<file path="src/rtl/count_sequencer_if.sv">
// Bundle of control inputs and count/status outputs for count_sequencer.
// master drives the controls; slave is the sequencer itself.
interface count_sequencer_if #(
  parameter int WIDTH = 4
);
  // No valid/ready pair here: every control is sampled on each rising CLOCK edge,
  // start/stop/cfg_we act as one-cycle requests, pause is a level, and every
  // output is valid on every cycle.
  logic             start;
  logic             stop;
  logic             pause;
  logic             mode;
  logic             cfg_we;
  logic [WIDTH-1:0] limit;
  logic [WIDTH-1:0] Q;
  logic             busy;
  logic             tc;
  logic             done;
  logic [3:0]       pass_cnt;
  logic [1:0]       state_dbg;

  modport master (
    output start, stop, pause, mode, cfg_we, limit,
    input  Q, busy, tc, done, pass_cnt, state_dbg
  );

  modport slave (
    input  start, stop, pause, mode, cfg_we, limit,
    output Q, busy, tc, done, pass_cnt, state_dbg
  );
endinterface

</file>
<file path="src/rtl/count_sequencer.sv">
// Run controller for the 4-bit counter: start/pause/stop sequencing,
// one-shot or periodic operation against a programmable limit.
module count_sequencer #(
  parameter int               WIDTH         = 4,
  parameter logic [WIDTH-1:0] DEFAULT_LIMIT = WIDTH'(9)
) (
  input  logic              CLOCK,
  input  logic              CLEAR,
  count_sequencer_if.slave  bus
);

  typedef enum logic [1:0] {
    IDLE  = 2'd0,
    RUN   = 2'd1,
    PAUSE = 2'd2,
    DONE  = 2'd3
  } state_t;

  state_t           state, state_n;
  logic [WIDTH-1:0] q, q_n;
  logic [WIDTH-1:0] limit_reg, limit_reg_n;
  logic [3:0]       pass_cnt, pass_cnt_n;
  logic             tc, tc_n;
  logic             done, done_n;

  always_ff @(posedge CLOCK or negedge CLEAR) begin
    if (!CLEAR) begin
      state     <= IDLE;
      q         <= '0;
      limit_reg <= DEFAULT_LIMIT;
      pass_cnt  <= 4'd0;
      tc        <= 1'b0;
      done      <= 1'b0;
    end else begin
      state     <= state_n;
      q         <= q_n;
      limit_reg <= limit_reg_n;
      pass_cnt  <= pass_cnt_n;
      tc        <= tc_n;
      done      <= done_n;
    end
  end

  always_comb begin
    state_n     = state;
    q_n         = q;
    limit_reg_n = limit_reg;
    pass_cnt_n  = pass_cnt;
    tc_n        = 1'b0;
    done_n      = done;

    unique case (state)
      IDLE, DONE: begin
        // The limit is written at the same edge a run starts, so it governs that run.
        if (bus.cfg_we) limit_reg_n = bus.limit;
        if (bus.start && !bus.stop) begin
          state_n    = RUN;
          q_n        = '0;
          done_n     = 1'b0;
          pass_cnt_n = 4'd0;
        end else if (bus.stop && state == DONE) begin
          state_n = IDLE;
          done_n  = 1'b0;
        end
      end

      RUN: begin
        if (bus.stop) begin
          state_n = IDLE;
          q_n     = '0;
        end else if (bus.pause) begin
          state_n = PAUSE;
        end else if (q == limit_reg) begin
          tc_n       = 1'b1;
          pass_cnt_n = (pass_cnt == 4'd15) ? pass_cnt : pass_cnt + 4'd1;
          if (bus.mode) begin
            q_n = '0;
          end else begin
            state_n = DONE;
            done_n  = 1'b1;
          end
        end else begin
          q_n = q + WIDTH'(1);
        end
      end

      PAUSE: begin
        if (bus.stop) begin
          state_n = IDLE;
          q_n     = '0;
        end else if (!bus.pause) begin
          state_n = RUN;
        end
      end

      default: state_n = IDLE;
    endcase
  end

  assign bus.Q         = q;
  assign bus.busy      = (state == RUN) || (state == PAUSE);
  assign bus.tc        = tc;
  assign bus.done      = done;
  assign bus.pass_cnt  = pass_cnt;
  assign bus.state_dbg = state;

endmodule

</file>
<file path="src/flat_wrapper.sv">
// flat-port wrapper written by rule: the top's interface ports become plain ports
module count_sequencer_flat 
#(
  parameter int               WIDTH         = 4,
  parameter logic [WIDTH-1:0] DEFAULT_LIMIT = WIDTH'(9)
)
  (CLOCK, CLEAR, bus_start, bus_stop, bus_pause, bus_mode, bus_cfg_we, bus_limit, bus_Q, bus_busy, bus_tc, bus_done, bus_pass_cnt, bus_state_dbg);
  count_sequencer_if #(.WIDTH(WIDTH)) bus_i ();
  input  logic CLOCK;
  input  logic CLEAR;
  input wire logic [$bits(bus_i.start)-1:0] bus_start;
  input wire logic [$bits(bus_i.stop)-1:0] bus_stop;
  input wire logic [$bits(bus_i.pause)-1:0] bus_pause;
  input wire logic [$bits(bus_i.mode)-1:0] bus_mode;
  input wire logic [$bits(bus_i.cfg_we)-1:0] bus_cfg_we;
  input wire logic [$bits(bus_i.limit)-1:0] bus_limit;
  output wire logic [$bits(bus_i.Q)-1:0] bus_Q;
  output wire logic [$bits(bus_i.busy)-1:0] bus_busy;
  output wire logic [$bits(bus_i.tc)-1:0] bus_tc;
  output wire logic [$bits(bus_i.done)-1:0] bus_done;
  output wire logic [$bits(bus_i.pass_cnt)-1:0] bus_pass_cnt;
  output wire logic [$bits(bus_i.state_dbg)-1:0] bus_state_dbg;
  assign bus_i.start = bus_start;
  assign bus_i.stop = bus_stop;
  assign bus_i.pause = bus_pause;
  assign bus_i.mode = bus_mode;
  assign bus_i.cfg_we = bus_cfg_we;
  assign bus_i.limit = bus_limit;
  assign bus_Q = bus_i.Q;
  assign bus_busy = bus_i.busy;
  assign bus_tc = bus_i.tc;
  assign bus_done = bus_i.done;
  assign bus_pass_cnt = bus_i.pass_cnt;
  assign bus_state_dbg = bus_i.state_dbg;
  count_sequencer #(.WIDTH(WIDTH), .DEFAULT_LIMIT(DEFAULT_LIMIT)) u_core (.CLOCK(CLOCK), .CLEAR(CLEAR), .bus(bus_i));
endmodule
</file>
<file path="config.mk">
export PLATFORM = sky130hd
export DESIGN_NAME = count_sequencer_flat
export DESIGN_NICKNAME = d
export VERILOG_FILES = /design/src/rtl/count_sequencer_if.sv /design/src/rtl/count_sequencer.sv /design/src/flat_wrapper.sv
export SDC_FILE = /design/constraint.sdc
export NUM_CORES = 1
export LEC_CHECK = 0
export ABC_AREA = 1
export CORE_MARGIN = 3
export CORE_UTILIZATION = 44
export DETAILED_ROUTE_END_ITERATION = 10
export HOLD_SLACK_MARGIN = 0.15
export PLACE_DENSITY = 0.75
export SKIP_LAST_GASP = 1
export SLEW_MARGIN = 0
export SYNTH_ARGS = -nofsm -noshare
export SYNTH_HDL_FRONTEND = slang
export SYNTH_SLANG_ARGS = --single-unit
</file>
<file path="constraint.sdc">
create_clock -name CLOCK -period 1.4 [get_ports CLOCK]
set_input_delay 0.28 -clock CLOCK [delete_from_list [all_inputs] [get_ports CLOCK]]
set_output_delay 0.28 -clock CLOCK [all_outputs]
set_load 0.05 [all_outputs]
</file>
; After elaboration in Yosys (flattened, before gate mapping)
; Cells that the tools add are included.
; W data, S select, Z words.
[totals]
output_inout_bits = 13
reg_bits = 16
elab_cells = 70
[op_classes]
add_sub_neg = 2
reduce_logical = 12
eq_ne = 18
n_mux = 32
[op_table]
columns = operator, count
row1 = $mux W4, 10
row2 = $mux W2, 8
row3 = $pmux W4 S3, 1
row4 = $reduce_and A6 Y1, 2
row5 = $mux W1, 10
row6 = $ne A2 B2 Y1 const B, 5
row7 = $add A4 B1 Y4 const B, 2
row8 = $ne A4 B4 Y1 const B, 2
row9 = $pmux W4 S2, 1
row10 = $reduce_and A4 Y1, 2
row11 = $ne A3 B3 Y1 const B, 2
row12 = $pmux W2 S3, 1
row13 = $eq A2 B2 Y1 const B, 2
row14 = $eq A4 B4 Y1, 1
row15 = $eq A4 B4 Y1 const B, 1
row16 = $ne A2 B1 Y1 const B, 2
row17 = $ne A4 B3 Y1 const B, 1
row18 = $ne A3 B1 Y1 const B, 1
row19 = $eq A2 B1 Y1 const B, 1
row20 = $logic_and A1 B1 Y1, 2
row21 = $logic_not A2 Y1, 1
row22 = $pmux W1 S2, 1
row23 = $reduce_and A2 Y1, 1
row24 = $reduce_bool A2 Y1, 1
row25 = other kinds (3), 3

; Logic depth before layout (Yosys ltp)
[depth]
word_depth = 6
ltp_mapped = 9
ltp_nobuf = 9

; Least setup slack after synthesis
; Ideal clock, no wire load.
[synth_path]
path_kind = reg-to-reg
from = reg u_core.state[0], in the netlist u_core.bus.state_dbg[0]
to = reg u_core.pass_cnt[0], in the netlist u_core.bus.pass_cnt[0]
arrival_time_ns = 2.152
path_buffers = 0
stages_incl_launch_ff = 10
slack_ns = -0.873
cell_sequence = dfrtp_1 inv_1 ha_1 inv_1 nand2_1 o21ai_0 a21oi_2 nand2_4 nand2_1 o21ai_2
[synth_via]
elab_chain_len = 4
word_cells_on_any_way = 12
classes_between = eq/ne: 7 / mux: 1 / reduce/logical: 4
[synth_rtl]
columns = item, line
row1 = "start, declared", count_sequencer.sv:19  ; state_t state, state_n;
row2 = "start signal, assigned", count_sequencer.sv:35  ; state <= state_n;
row3 = $eq A2 B2 Y1 / $logic_not A2 Y1 (equally long branches), count_sequencer.sv:52  ; unique case (state)
row4 = $reduce_or A2 Y1, count_sequencer.sv:52
row5 = $ne A2 B1 Y1 (no source line) / $reduce_bool A2 Y1 (equally long branches), --
row6 = $reduce_and A6 Y1 (no source line), --
row7 = "end signal, assigned", count_sequencer.sv:38  ; pass_cnt <= pass_cnt_n;
row8 = "end, declared", count_sequencer.sv:22  ; logic [3:0] pass_cnt, pass_cnt_n;
; Parallel ways exist; a longest one is shown, timed or not.
; A chain may end at the register's enable or synchronous reset.

; Worst setup path in the final report
[layout_path]
from = reg u_core.state[0], in the netlist u_core.bus.state_dbg[0]
to = out bus_busy
[layout_via]
elab_chain_len = 2
word_cells_on_any_way = 3
classes_between = eq/ne: 2 / reduce/logical: 1
[layout_rtl]
columns = item, line
row1 = $eq A2 B1 Y1 / $eq A2 B2 Y1 (equally long branches), count_sequencer.sv:101  ; assign bus.busy = (state == RUN) || (state == PAUSE);
row2 = $logic_or A1 B1 Y1 (*), count_sequencer.sv:101
row3 = "end, declared", flat_wrapper.sv:18  ; output wire logic [$bits(bus_i.busy)-1:0] bus_busy;
; Mark *: on every way between the ends. The rest lies on a longest branch, timed or not.

==> key figures <==
Run status
  – Outcome: finished, violations left
  – Failing checks: setup timing

Die
  – Die H: 54.8 um
  – Site Rows: 17
  – Die area: ~3000 um2
  – Ports: 24
  – Die Wd: 54.8 um
  – Core area: 2230 um2
  – Starting Density: roughly 47%

Synth
  – Number of flops mapped to enable cells by yosys: 0
  – Top cell type's share of synthesized area: 33.5%
  – Synth top area cells: dfrtp_1 33%, nand2_1 16%, ha_1 7.2%
  – Synth async-reset ratio: 100%
  – Seq/Total Area, Yosys: 38.5%
  – Ys Warns: 0
  – Synth unique cells: 22
  – Top cells by count, synth: 44 x nand2_1, 15 x inv_1, 14 x dfrtp_1
  – Synthesized Nets: 156
  – Avg Cell Area, Syn: 7.53 um2
  – Area leader, netlist: dfrtp_1
  – Cells after synthesis: 139
  – Top FF cell, synth: dfrtp_1
  – Top-count cell post-synth: nand2_1
  – Flops & latches, synth: 16
  – Synth Cell Area: 1050 um2

CTS
  – H-tree depth: 1
  – Clk_lat worst skew: 290 ps
  – CTS tree: yes
  – Hold buffers post-CTS: 0
  – Largest buffer count on any clock path: 2
  – CTS clk-pin slew, worst paths: 100 ps
  – Root buf cell: clkbuf_4
  – Cts bufs inserted: 3
  – Clk sinks: 16

Power
  – Part of the power in registers: 19.7%
  – Internal power: 0.00203 W
  – Tot Pwr: 0.00378 W
  – Comb pwr share: 71.9%
  – Leak: 0.867 nW
  – Sw frac: 46.4%
  – Power per cell area: 2060 nW/um2
  – Clock power share: around 8.4%
  – IR drop worst, VDD: 1760 uV
  – Switching Power: 0.00175 W

Worst setup path
  – Buf/Inv on CP: 3
  – Setup CP Type: flip-flop to output pin
  – Slowest library cell on the worst path: dfrtp_2
  – Crit-path cells: inv_2 > ha_4 > buf_6 > buf_12
  – Worst R2R Setup Slack: -170 ps
  – CP startpoint kind: flip-flop
  – R2r startpoint: u_core.bus.state_dbg[0]$_DFFE_PN0P_
  – CP Max Fanout: 3
  – Reg2reg path depth: 10
  – RR Endpoint: u_core.bus.pass_cnt[2]$_DFFE_PN0P_
  – Critical path's top delay family: flip-flops
  – Required time of the worst setup path: around 1100 ps
  – CP Data Arrival Time: 1300 ps
  – Crit. End Element: output pin
  – Crit-path max cell delay: 460 ps

Cells and area
  – Layout cells sized above 1: 51.8%
  – P&R area growth vs syn: 75.6%
  – Finished Layout Cells: 219
  – Fillers: 131
  – Antenna Cells: 0
  – Area occupied by multi-input gates: about 710 um2
  – Register area: 410 um2
  – # nets final: roughly 210

GRT
  – Met3 Use GR: 3.81%
  – Vias in the first global route: 1108
  – Initial antenna violation count: 0
  – GR Overflow Total: 0
  – Pin count of the biggest net entering global routing: 17
  – First-pass GRT wire length: 4660 um
  – GR peak layer: met2
  – GRT Total Usage: 22.0%
  – GR Util met1: 22.9%
  – M2 GR Usage: 43.1%

Timing
  – Worst slew margin: a little over four fifths
  – Setup TNS: -1810 ps
  – Fin. Hold Viols: 0
  – Setup Skew: 2.41 ps
  – Slew Limit Fails: 0
  – RSZ-0062 raised after global routing: true
  – Final WS setup: -185 ps
  – Max Fclk: 0.631 GHz
  – Period utilisation layout: 113%
  – Tmin final: ~1600 ps
  – Setup violators final: 18
  – Slew @ Worst Pin: 235 ps

Routing
  – Post-route ant nets: 0
  – Initial DRT Pass Iterations: 4
  – Routed WL per cell: 14.2 um
  – DRC Markers: 0
  – Final WL: between 3000 and 4000 um
  – DR vias/cell: between 5 and 6
  – Routed vias: 1143
  – Initial DRC Count: 24

Place
  – Placer congestion estimate: 0.814
  – Dpl hpwl: 2120 um
  – Placed instance count: 206
  – I/O Buffers: 23

Hold path
  – Min-delay worst type: primary input to async pin

Flow run
  – Max_cap viols: 0
[logic make-up (layout without fill, tap and decap cells)]
kind of cell / count (synthesis) / in the layout / share of synthesized area (%)
flops: 16 / 16 / 38.5
buf+inv: 19 / 71 / 7.18
fa+ha+maj: 6 / 6 / 7.18
xor+xnor: 2 / 2 / 1.67
compound gates: 19 / 19 / 11.4
simple gates: 77 / 77 / 34.1
[layout by cell type (no fill, tap or decap), types with 6 or more instances in the layout]
master and count:
nand2_1 31, buf_4 22, nand2_2 13, buf_12 13
nand3_1 12, inv_1 11, clkdlybuf4s50_1 10, dfrtp_1 8
a21oi_2 6, dfrtp_2 6
[worst max-delay path by stage]
stage	startpoint	end	slack (ps)	depth (start not counted)
floorplan	u_core.bus.state_dbg[1]$_DFFE_PN0P_	u_core.bus.pass_cnt[0]$_DFFE_PN0P_	-280	9
global placement	bus_stop	u_core.bus.pass_cnt[2]$_DFFE_PN0P_	-190	9
detailed placement	bus_stop	u_core.bus.pass_cnt[2]$_DFFE_PN0P_	-260	9
CTS	u_core.bus.state_dbg[0]$_DFFE_PN0P_	bus_busy	-160	4
global route	u_core.bus.state_dbg[0]$_DFFE_PN0P_	u_core.bus.pass_cnt[1]$_DFFE_PN0P_	-250	10
finish	u_core.bus.state_dbg[0]$_DFFE_PN0P_	bus_busy	-180	4
[per-layer routing]
| layer | vias up | share of wire (%) |
|---|---|---|
| li1 | 551 | - |
| met4 | 0 | 2.6 |
| met3 | 12 | 3.8 |
| met2 | 36 | 54 |
| met5 | - | 0 |
| met1 | 544 | 39 |
[power groups by stage]
stage	sequential [W]	clock, W	combinational, W
floorplan	0.000982	0	0.00106
global placement	0.000728	0	0.00208
detailed placement	0.000740	0	0.00214
CTS	0.000727	0.000325	0.00237
global route	0.000758	0.000349	0.00290
finish	0.000744	0.000317	0.00272
[through the flow]
stage | hold slack, ps | utilization (%) | setup WS [ps] | cell area (um2)
2_1_floorplan | -15.6 | - | -275 | 1100
3_3_place_gp | 473 | 72.2 | -187 | 1610
3_5_place_dp | 505 | 72.2 | -261 | 1610
4_1_cts | 308 | 77.0 | -156 | 1720
5_1_grt | 311 | 82.2 | -254 | 1840
6_report | 302 | 82.2 | -185 | 1840
[final cells by class]
class	count	share of cell area (%)
clock buffers	4	1.98
inverters	18	4.09
multi-input cells	104	38.6
flip-flops and latches	16	22.3
well taps	28	1.91
repair buffers	49	31.1
[repair_timing]
item | in CTS | in global routing
endpoints found under the setup margin | 12 | 18
buffers inserted | 7 | 2
pin swaps | 7 | 9
gates resized for setup | 8 | 24
Power figures use the tool's default switching activity.
